<file path="src/rtl/multi_edge_detect.sv">
// multi_edge_detect
// Synchronises NUM_CH asynchronous trigger inputs into clk, glitch-filters
// each one, applies a per-channel post-pulse holdoff and emits registered
// one-cycle edge pulses selected per channel by edge_type. Also provides an
// any-edge flag, a lowest-index channel encode and sticky edge-seen status.
module multi_edge_detect #(
  parameter int NUM_CH      = 4,
  parameter int SYNC_STAGES = 3,
  parameter int FILTER_W    = 8,
  parameter int HOLDOFF_W   = 16,
  localparam int CH_W       = (NUM_CH > 1) ? $clog2(NUM_CH) : 1
) (
  input  logic                  clk,
  input  logic                  rst,
  input  logic [NUM_CH-1:0]     async_in,
  input  logic [2*NUM_CH-1:0]   edge_type,
  input  logic [FILTER_W-1:0]   filter_len,
  input  logic [HOLDOFF_W-1:0]  holdoff_len,
  input  logic                  arm,
  input  logic                  clear_status,
  output logic [NUM_CH-1:0]     edge_pulse,
  output logic [NUM_CH-1:0]     sync_out,
  output logic                  any_pulse,
  output logic [CH_W-1:0]       first_ch,
  output logic [NUM_CH-1:0]     status
);

  localparam logic [1:0] EDGE_NONE    = 2'b00;
  localparam logic [1:0] EDGE_RISING  = 2'b01;
  localparam logic [1:0] EDGE_FALLING = 2'b10;
  localparam logic [1:0] EDGE_BOTH    = 2'b11;

  logic [SYNC_STAGES-1:0] sync_r [NUM_CH];
  logic [FILTER_W-1:0]    fcnt_r [NUM_CH];
  logic [HOLDOFF_W-1:0]   hold_r [NUM_CH];
  logic [NUM_CH-1:0]      filt_r;
  logic [NUM_CH-1:0]      edge_pulse_r;
  logic [NUM_CH-1:0]      status_r;

  logic [NUM_CH-1:0]      sync_s;
  logic [NUM_CH-1:0]      update_s;
  logic [NUM_CH-1:0]      qual_s;
  logic [NUM_CH-1:0]      accept_s;

  // Per-channel update event, edge qualification and pulse acceptance.
  // The >= compare lets a lowered filter_len take effect immediately.
  always_comb begin
    sync_s   = {NUM_CH{1'b0}};
    update_s = {NUM_CH{1'b0}};
    qual_s   = {NUM_CH{1'b0}};
    accept_s = {NUM_CH{1'b0}};
    for (int i = 0; i < NUM_CH; i++) begin
      sync_s[i]   = sync_r[i][SYNC_STAGES-1];
      update_s[i] = (sync_s[i] != filt_r[i]) && (fcnt_r[i] >= filter_len);
      // The new filtered level equals s, so s alone gives the direction.
      case (edge_type[2*i +: 2])
        EDGE_NONE:    qual_s[i] = 1'b0;
        EDGE_RISING:  qual_s[i] = sync_s[i];
        EDGE_FALLING: qual_s[i] = ~sync_s[i];
        EDGE_BOTH:    qual_s[i] = 1'b1;
        default:      qual_s[i] = 1'b0;
      endcase
      accept_s[i] = update_s[i] & qual_s[i] & arm &
                    (hold_r[i] == {HOLDOFF_W{1'b0}});
    end
  end

  // Synchroniser shift chains, one per channel.
  always_ff @(posedge clk or posedge rst) begin
    if (rst) begin
      for (int i = 0; i < NUM_CH; i++) begin
        sync_r[i] <= {SYNC_STAGES{1'b0}};
      end
    end else begin
      for (int i = 0; i < NUM_CH; i++) begin
        sync_r[i] <= {sync_r[i][SYNC_STAGES-2:0], async_in[i]};
      end
    end
  end

  // Glitch filter: level follows s only after it has differed long enough.
  always_ff @(posedge clk or posedge rst) begin
    if (rst) begin
      filt_r <= {NUM_CH{1'b0}};
      for (int i = 0; i < NUM_CH; i++) begin
        fcnt_r[i] <= {FILTER_W{1'b0}};
      end
    end else begin
      for (int i = 0; i < NUM_CH; i++) begin
        if (sync_s[i] == filt_r[i]) begin
          fcnt_r[i] <= {FILTER_W{1'b0}};
        end else if (update_s[i]) begin
          filt_r[i] <= sync_s[i];
          fcnt_r[i] <= {FILTER_W{1'b0}};
        end else begin
          fcnt_r[i] <= fcnt_r[i] + FILTER_W'(1);
        end
      end
    end
  end

  // Holdoff counters: loaded on an accepted pulse, then count down to zero.
  always_ff @(posedge clk or posedge rst) begin
    if (rst) begin
      for (int i = 0; i < NUM_CH; i++) begin
        hold_r[i] <= {HOLDOFF_W{1'b0}};
      end
    end else begin
      for (int i = 0; i < NUM_CH; i++) begin
        if (accept_s[i]) begin
          hold_r[i] <= holdoff_len;
        end else if (hold_r[i] != {HOLDOFF_W{1'b0}}) begin
          hold_r[i] <= hold_r[i] - HOLDOFF_W'(1);
        end else begin
          hold_r[i] <= hold_r[i];
        end
      end
    end
  end

  // Registered edge pulses and sticky status; a new pulse beats a clear.
  always_ff @(posedge clk or posedge rst) begin
    if (rst) begin
      edge_pulse_r <= {NUM_CH{1'b0}};
      status_r     <= {NUM_CH{1'b0}};
    end else begin
      edge_pulse_r <= accept_s;
      status_r     <= (clear_status ? {NUM_CH{1'b0}} : status_r) | accept_s;
    end
  end

  // Lowest-index encode of the pulse register; scanning downward leaves the
  // lowest set index as the final value.
  always_comb begin
    first_ch = {CH_W{1'b0}};
    for (int i = NUM_CH - 1; i >= 0; i--) begin
      first_ch = edge_pulse_r[i] ? CH_W'(i) : first_ch;
    end
  end

  assign edge_pulse = edge_pulse_r;
  assign sync_out   = filt_r;
  assign status     = status_r;
  assign any_pulse  = |edge_pulse_r;

endmodule

</file>
<file path="config.mk">
export PLATFORM = sky130hd
export DESIGN_NAME = multi_edge_detect
export DESIGN_NICKNAME = d
export VERILOG_FILES = /design/src/rtl/multi_edge_detect.sv
export SDC_FILE = /design/constraint.sdc
export NUM_CORES = 1
export LEC_CHECK = 0
export CELL_PAD_IN_SITES_DETAIL_PLACEMENT = 1
export CELL_PAD_IN_SITES_GLOBAL_PLACEMENT = 1
export CORE_MARGIN = 2
export CORE_UTILIZATION = 50
export CTS_CLUSTER_DIAMETER = 150
export DETAILED_ROUTE_END_ITERATION = 6
export DONT_BUFFER_PORTS = 1
export GPL_TIMING_DRIVEN = 0
export PLACE_DENSITY = 0.78
export REMOVE_ABC_BUFFERS = 1
export SLEW_MARGIN = 5
export SYNTH_ARGS = -nofsm -noshare
export SYNTH_HDL_FRONTEND = slang
export SYNTH_SLANG_ARGS = --single-unit
</file>
<file path="constraint.sdc">
create_clock -name clk -period 4.5 [get_ports clk]
set_clock_uncertainty 0.05 [all_clocks]
set_input_delay 0.45 -clock clk [delete_from_list [all_inputs] [get_ports clk]]
set_output_delay 0.45 -clock clk [all_outputs]
set_load 0.02 [all_outputs]
</file>
==> impl_metrics.toml, run 1 <==
[worst_setup_path]
required_ps = 4710
reg2reg_slack_ps = 1560
start_kind = "flip-flop"
r2r-start = "fcnt_r[0]$_DFF_PP0_"
crit_end = "hold_r[0]$_DFFE_PP0P_"
regToRegEndpoint = "hold_r[0]$_DFFE_PP0P_"
crit_type = "reg2reg"
rr_worst_depth = 7
cp.arrival_ps = 3150
crit_path_start = "fcnt_r[0]$_DFF_PP0_"
crit_fanout = 11
crit_path_end_kind = "flip-flop"

[detailed_routing]
drt_first_pass_iters = 4
drt_iter0_drc = 228
drc = 0
drtAntennaViolNets = 0
vias_per_cell = 6.064
routedWlPerCell_um = 20.50
vias = 5458
wirelength_mm = 18.45

[min_path]
hold_path.startpoint = "clear_status"
hp-class = "in2reg"

[pwr]
power.density_mw_per_mm2 = 367.5
power.leakage_nw = 3.118
ir_worst_vdd_v = 0.0003550

[sta]
fmax_mhz = 340.4
finalWorstSetupSlack_ps = 1563
slew_headroom_pct = 24.70
finalSetupViolCount = 0
worst_pin_slew_ps = 1123
hold_viol_final = 0
setup_tns_ps = 0
hold_ws_ps = 70.51
finalCritPeriodShare_pct = 65.28
grt_setup_unrepaired = "no"
slew_violations = 0
layout_min_cycle_time_ps = 2937

[clock_network]
ctsResizeCount = 0
clock_sinks = 120
numCtsBuffers = 17
cts.clk_slew.worst_paths_ps = 60
ctsRootBufferMaster = "clkbuf_16"
cts_tree = "built"
htreeDepth = 4
clk_latency_ps = 420
clock_path_buffers = 2

[yosys]
ys_ff_latch = 120
synth_top_area_cell = "dfrtp_1"
seq_area_frac_synth_pct = 44.09
synth-compound-area-share_pct = 14.44
avgSynthCellArea_um2 = 9.660
syn_area_mm2 = 0.006810
synthXorXnorAreaFrac_pct = 8.102
synth_edf_count = 0
async_flop_share_pct = 100.0
synth_warnings = 0
synthFlopType = "dfrtp_1"
ys_types = 60
synth_top_area_share_pct = 44.09
synth_adder_area_share_pct = 7.349
synthMuxAreaShare_pct = 0.6430
syn-instance-count = 705
yosys-top-cells-area = "dfrtp_1 (44%), ha_1 (7.3%), xor2_1 (4.6%), nor2_1 (3.7%), nand2_1 (3.6%)"
yosys.area_share.simple_pct = 22.19
synth_top_family_by_area = "simple AND/OR/NAND/NOR gates"

[layout]
multi_input_area_mm2 = 0.003611
fin_area_mm2 = 0.007617
fin_nets = 791
fill_cells = 1473
seq_area_mm2 = 0.003003
area_growth_pct = 11.85
diodes = 0
drive_gt1_share_pct = 8.702

[placed_design]
place_ws_ps = 1480
place_congestion = 0.8431
place_area_mm2 = 0.006997
place.port_buffers = 0
dpl.hpwl_mm = 13.15

[global_route]
grt_pass1_vias = 5974
grt_pass1_wl_mm = 30.50
grt-ovfl-total = 0
grt_util_all_layers_pct = 27.15
grt_max_degree = 91
antenna_found_initial = 0

[die]
rows = 42
die-area_mm2 = 0.01457
die_w_um = 120.7
ios = 55
core_mm2 = 0.01330
die_h_um = 120.7
initial_utilization_pct = 51.22

[outcome]
status = "finished, final reports clean"

[flow_run]
max_cap_viol_count = 0
-- state kept, by name (all words and copies together) (netlist names) --
signal	flops
sync_out	4
sync_r	12
edge_pulse	4
fcnt_r	32
hold_r	64
status	4
-- what timing repair did --
item / 4_1_cts / 5_1_grt
endpoints found under the hold margin: 34 / 0
hold buffers: 5 / 0
setup buffers: 0 / 0
setup endpoints to repair: 0 / 0
-- cell usage in the layout, fill, tap and decap left out, drive strengths merged, types with 11 or more instances in the layout --
cell type  count
a21oi         39
nand3         33
inv           34
o21ai         19
xnor2         27
nand2         66
xor2          36
o211ai        15
nor2          68
o22ai         24
a31oi         11
dfrtp        120
ha            40
nand4         13
clkbuf        17
and3          13
nor3          20
nand2b        11
nor4          12
-- Yosys cell counts (4+ instances only) --
master / n
clkbuf_1: 13
o211ai_1: 15
inv_1: 34
nor3_2: 6
o22ai_1: 24
a31oi_1: 11
o21ai_0: 10
and3_1: 13
nand2_1: 66
nand4_1: 13
o31ai_1: 5
nor3_1: 14
o31a_1: 5
ha_1: 40
or3_1: 6
nor2_1: 68
nor2b_1: 6
o21ai_1: 8
a21oi_1: 39
buf_2: 8
dfrtp_1: 120
nand4b_1: 6
o21a_1: 4
nand3_1: 33
o311a_1: 4
xor2_1: 36
or4_1: 4
nor4_2: 6
nand2b_1: 11
o2111ai_1: 4
xnor2_1: 27
-- stage by stage --
| stage | util, % | std cells | power (W) |
|---|---|---|---|
| 3_5_place_dp | 52.63 | 863 | 0.001543 |
| 5_1_grt | 57.29 | 900 | 0.002931 |
| 6_report | 57.29 | 900 | 0.002800 |
| 3_3_place_gp | 52.21 | 860 | 0.001513 |
| 2_1_floorplan | - | 684 | 0.001441 |
| 4_1_cts | 57.20 | 900 | 0.002831 |
-- cells by family (layout without fill, tap and decap cells) --
group / after synthesis / count (layout)
buffers and inverters: 55 / 74
adder cells (fa/ha/maj): 40 / 40
flip-flops: 120 / 120
AO/OA/AOI/OAI: 149 / 149
XOR/XNOR: 63 / 63
multiplexers: 4 / 4
AND/OR/NAND/NOR: 274 / 274
-- metal layers --
layer  vias up  part of all wire (%)  global-route usage, %
met4         0                   2.1                  9.375
met5         -                     0                      0
met1      2750                    41                  31.57
li1       2575                     -                      -
met2       106                    52                  47.88
met3        27                   5.1                  7.642
-- worst min-delay path by stage --
stage | end | slack (ps) | cells after the start
floorplan | sync_r[10]$_DFF_PP0_ | 280 | 0
finish | status[2]$_DFF_PP0_ | 70 | 1
CTS | status[2]$_DFF_PP0_ | 50 | 1
detailed placement | sync_r[3]$_DFF_PP0_ | 260 | 1
global route | status[2]$_DFF_PP0_ | 80 | 1
global placement | sync_r[10]$_DFF_PP0_ | 280 | 0
-- cell type report --
cell class | count | area share [%]
clock buffers | 17 | 5.585
clock inverters | 15 | 1.741
inverters | 34 | 1.741
multi-input cells | 530 | 47.40
flip-flops and latches | 120 | 39.42
well taps | 176 | 2.891
repair buffers | 8 | 1.216
-- critical path, stage by stage, from the launching register on --
cell and delay, ps:
dfrtp_1 430, inv_1 70, ha_1 260, nand2b_1 140, a2111oi_0 650, nor3_2 240, o21ai_1 730, a311oi_1 210
-- power by group --
group | switching, W | internal [W] | leakage, nW
Clock | 0.000518 | 0.000754 | 0.241
Sequential | 0.0000924 | 0.00114 | 1.39
Combinational | 0.000183 | 0.000118 | 1.49
Power figures use the tool's default switching activity.
==> run 2: changes to the inputs <==
--- a/config.mk
+++ b/config.mk
@@ -5,15 +5,16 @@
 export SDC_FILE = /design/constraint.sdc
 export NUM_CORES = 1
 export LEC_CHECK = 0
+export ABC_AREA = 1
 export CELL_PAD_IN_SITES_DETAIL_PLACEMENT = 1
 export CELL_PAD_IN_SITES_GLOBAL_PLACEMENT = 1
 export CORE_MARGIN = 2
-export CORE_UTILIZATION = 50
+export CORE_UTILIZATION = 43
 export CTS_CLUSTER_DIAMETER = 150
 export DETAILED_ROUTE_END_ITERATION = 6
 export DONT_BUFFER_PORTS = 1
 export GPL_TIMING_DRIVEN = 0
-export PLACE_DENSITY = 0.78
+export PLACE_DENSITY = 0.74
 export REMOVE_ABC_BUFFERS = 1
 export SLEW_MARGIN = 5
 export SYNTH_ARGS = -nofsm -noshare
==> constraint.sdc (replaced) <==
create_clock -name clk -period 2.6 [get_ports clk]
set_clock_uncertainty 0.05 [all_clocks]
set_input_delay 0.26 -clock clk [delete_from_list [all_inputs] [get_ports clk]]
set_output_delay 0.26 -clock clk [all_outputs]
set_load 0.02 [all_outputs]
==> run 2 against run 1 <==
  * Clock-buffer cell count increased by 4
  * Non-clock buffer count is 15 higher
  * Final cell count grew 32%
  * Combinational power grew 130%
  * Routed wire length is 10% higher
  * Global-route usage down 2.8 points
  * First-iteration DRC count rose by 23%
  * Synthesized cell count up 30%
  * Clock power up 90%
  * Core utilization decreased by 6.8 points
  * Design area up 9.5%
  * Largest cell class unchanged
  * Largest power group unchanged
==> impl_metrics.toml, run 2 <==
[layout]
area_growth_pct = 15.25
fill_cells = 2027
final_common_cell = "nand2_1"
drive_gt1_share_pct = 9.514
largest_register_ffs = 64
seq_area_mm2 = 0.003003
reg_top3 = "hold_r x64, fcnt_r x32, sync_r x12"
largest_register = "hold_r"
fin_nets = 1034
final_cell_mix = "nand2_1 (241), nor2_1 (135), dfrtp_1 (120)"
multi_input_area_mm2 = 0.003799
postLayoutCoreUtil_pct = 50.47
stdcell_count = 1188
fin_area_mm2 = 0.008341

[placed_design]
place_congestion = 0.8459
place.port_buffers = 0
place_area_mm2 = 0.007516
dpl.hpwl_mm = 14.48
placed_cells = 1133

[global_route]
grt-ovfl-total = 0
antenna_found_initial = 1
grt_max_degree = 80
grt_pass1_vias = 6338
grt_pass1_wl_mm = 33.47
grt_util_all_layers_pct = 24.36

[yosys]
ys_types = 40
synth_top_area_share_pct = 41.49
async_flop_share_pct = 100.0
avgSynthCellArea_um2 = 7.892
ys_top_cells_by_count = "nand2_1 (241), nor2_1 (135), dfrtp_1 (120)"
seq_area_frac_synth_pct = 41.49
synthFlopType = "dfrtp_1"
synth_edf_count = 0
ys_ff_latch = 120
syn-instance-count = 917
synth_warnings = 0
yosys-top-cells-area = "dfrtp_1 (41%), nand2_1 (13%), nor2_1 (7.0%), ha_1 (6.9%), inv_1 (5.4%)"
synth.most_common_cell = "nand2_1"
synth_top_area_cell = "dfrtp_1"
syn_area_mm2 = 0.007237

[detailed_routing]
drtAntennaViolNets = 0
vias = 6095
wirelength_mm = 20.33
drc = 0
drt_first_pass_iters = 4
routedWlPerCell_um = 17.11
vias_per_cell = 5.130
drt_iter0_drc = 281

[clock_network]
ctsHoldBuffers = 22
clock_path_buffers = 2
post_cts_buffers = 0
clk_latency_ps = 430
htreeDepth = 4
ctsResizeCount = 0
cts.clk_slew.worst_paths_ps = 60
ctsRootBufferMaster = "clkbuf_16"
clock_sinks = 120
cts_tree = "built"
numCtsBuffers = 17

[die]
initial_utilization_pct = 43.79
ios = 55
die_w_um = 133.7
core_mm2 = 0.01652
die-area_mm2 = 0.01788
rows = 47
die_h_um = 133.7

[worst_setup_path]
cp.arrival_ps = 2450
reg2reg_slack_ps = 460
start_kind = "flip-flop"
required_ps = 2910
crit_path_end_kind = "flip-flop"
crit_type = "reg2reg"
crit_fanout = 12

[sta]
slew_violations = 0
worst_pin_slew_ps = 428.3
grt_setup_unrepaired = "no"
finalCritPeriodShare_pct = 82.30
fmax_mhz = 467.3
slew_headroom_pct = 71.23
hold_viol_final = 0
layout_min_cycle_time_ps = 2140
finalSetupViolCount = 0

[pwr]
power.leakage_nw = 4.030
ir_worst_vdd_v = 0.0004707
power.density_mw_per_mm2 = 627.6

[flow_run]
max_cap_viol_count = 0

[outcome]
status = "finished, final reports clean"

[min_path]
hp-class = "in2reg"
[run 2: cell count changes after synthesis, moves of 11 or more]
cell,previous run,this run
clkbuf_1,13,2
and3_1,13,1
inv_1,34,104
o22ai_1,24,1
nand3_1,33,62
nand2b_1,11,0
o211ai_1,15,1
o21ai_0,10,27
nand2_1,66,241
a21oi_1,39,18
nor2_2,0,11
nor2_1,68,135
[run 2: path summary, 6_finish.rpt]
| kind | endpoint | from | depth (start not counted) |
|---|---|---|---|
| hold / removal | hold_r[44]$_DFFE_PP0P_ | holdoff_len[12] | 2 |
| hold reg to reg | sync_r[5]$_DFF_PP0_ | sync_r[4]$_DFF_PP0_ | 0 |
| setup / recovery | hold_r[1]$_DFFE_PP0P_ | fcnt_r[1]$_DFF_PP0_ | 11 |
| min in group asynchronous | sync_r[9]$_DFF_PP0_ | rst | 2 |
| setup reg to reg | hold_r[1]$_DFFE_PP0P_ | fcnt_r[1]$_DFF_PP0_ | 11 |
| max in group asynchronous | hold_r[36]$_DFFE_PP0P_ | rst | 3 |
[run 2: logic make-up after synthesis]
kind of cell               count (synthesis)  synth area share [%]
and+or+nand+nor                          527                 34.32
DFF                                      120                 41.49
buffers and inverters                    113                 6.016
AOI/OAI and AO/OA                         66                 5.083
xor gates and xnor gates                  51                 6.172
adders and majority gates                 40                 6.916
[run 2: critical path, cell delays in order, from the launching register on]
cell     delay, ps
dfrtp_1        400
ha_1           310
nand2_1         60
nand3_1         90
nand2_1         60
nand2_1         50
nand2_1         80
nand2_1        210
nand2_1        230
nor2_4         330
nand2_1        110
nand3_1         90
[run 2: layer usage]
metal	track usage (%)	vias up	share of wire, %
met5	0	-	0
met4	6.147	0	1.1
met3	5.670	19	5.1
met2	40.14	93	48
met1	32.46	2981	46
li1	-	3002	-
[run 2: report_power, final]
group	switching [W]	leakage, nW	internal (W)
logic	0.000438	2.33	0.000250
clock network	0.000909	0.283	0.00151
registers	0.000155	1.41	0.00198
total	0.00150	4.03	0.00373
[run 2: cell type report]
type,count,area share (%)
antenna,1,0.03000
clock buffer,21,5.761
clock inverter,11,1.455
inverter,108,4.935
multi-input combinational,684,45.54
sequential,120,36.00
tap,220,3.300
timing repair buffer,23,2.970
[run 2: per-stage QoR]
| stage | hold slack [ps] | worst slack (ps) | power, W | TNS, ps |
|---|---|---|---|---|
| CTS | 1.579 | 453.5 | 0.005296 | 0 |
| floorplan | 241.4 | -895.8 | 0.002615 | -107500 |
| detailed placement | 122.6 | 493.4 | 0.002804 | 0 |
| finish | 11.63 | 460.2 | 0.005234 | 0 |
| global route | 17.86 | 268.1 | 0.005491 | 0 |
| global placement | 241.5 | -2492 | 0.002759 | -297400 |
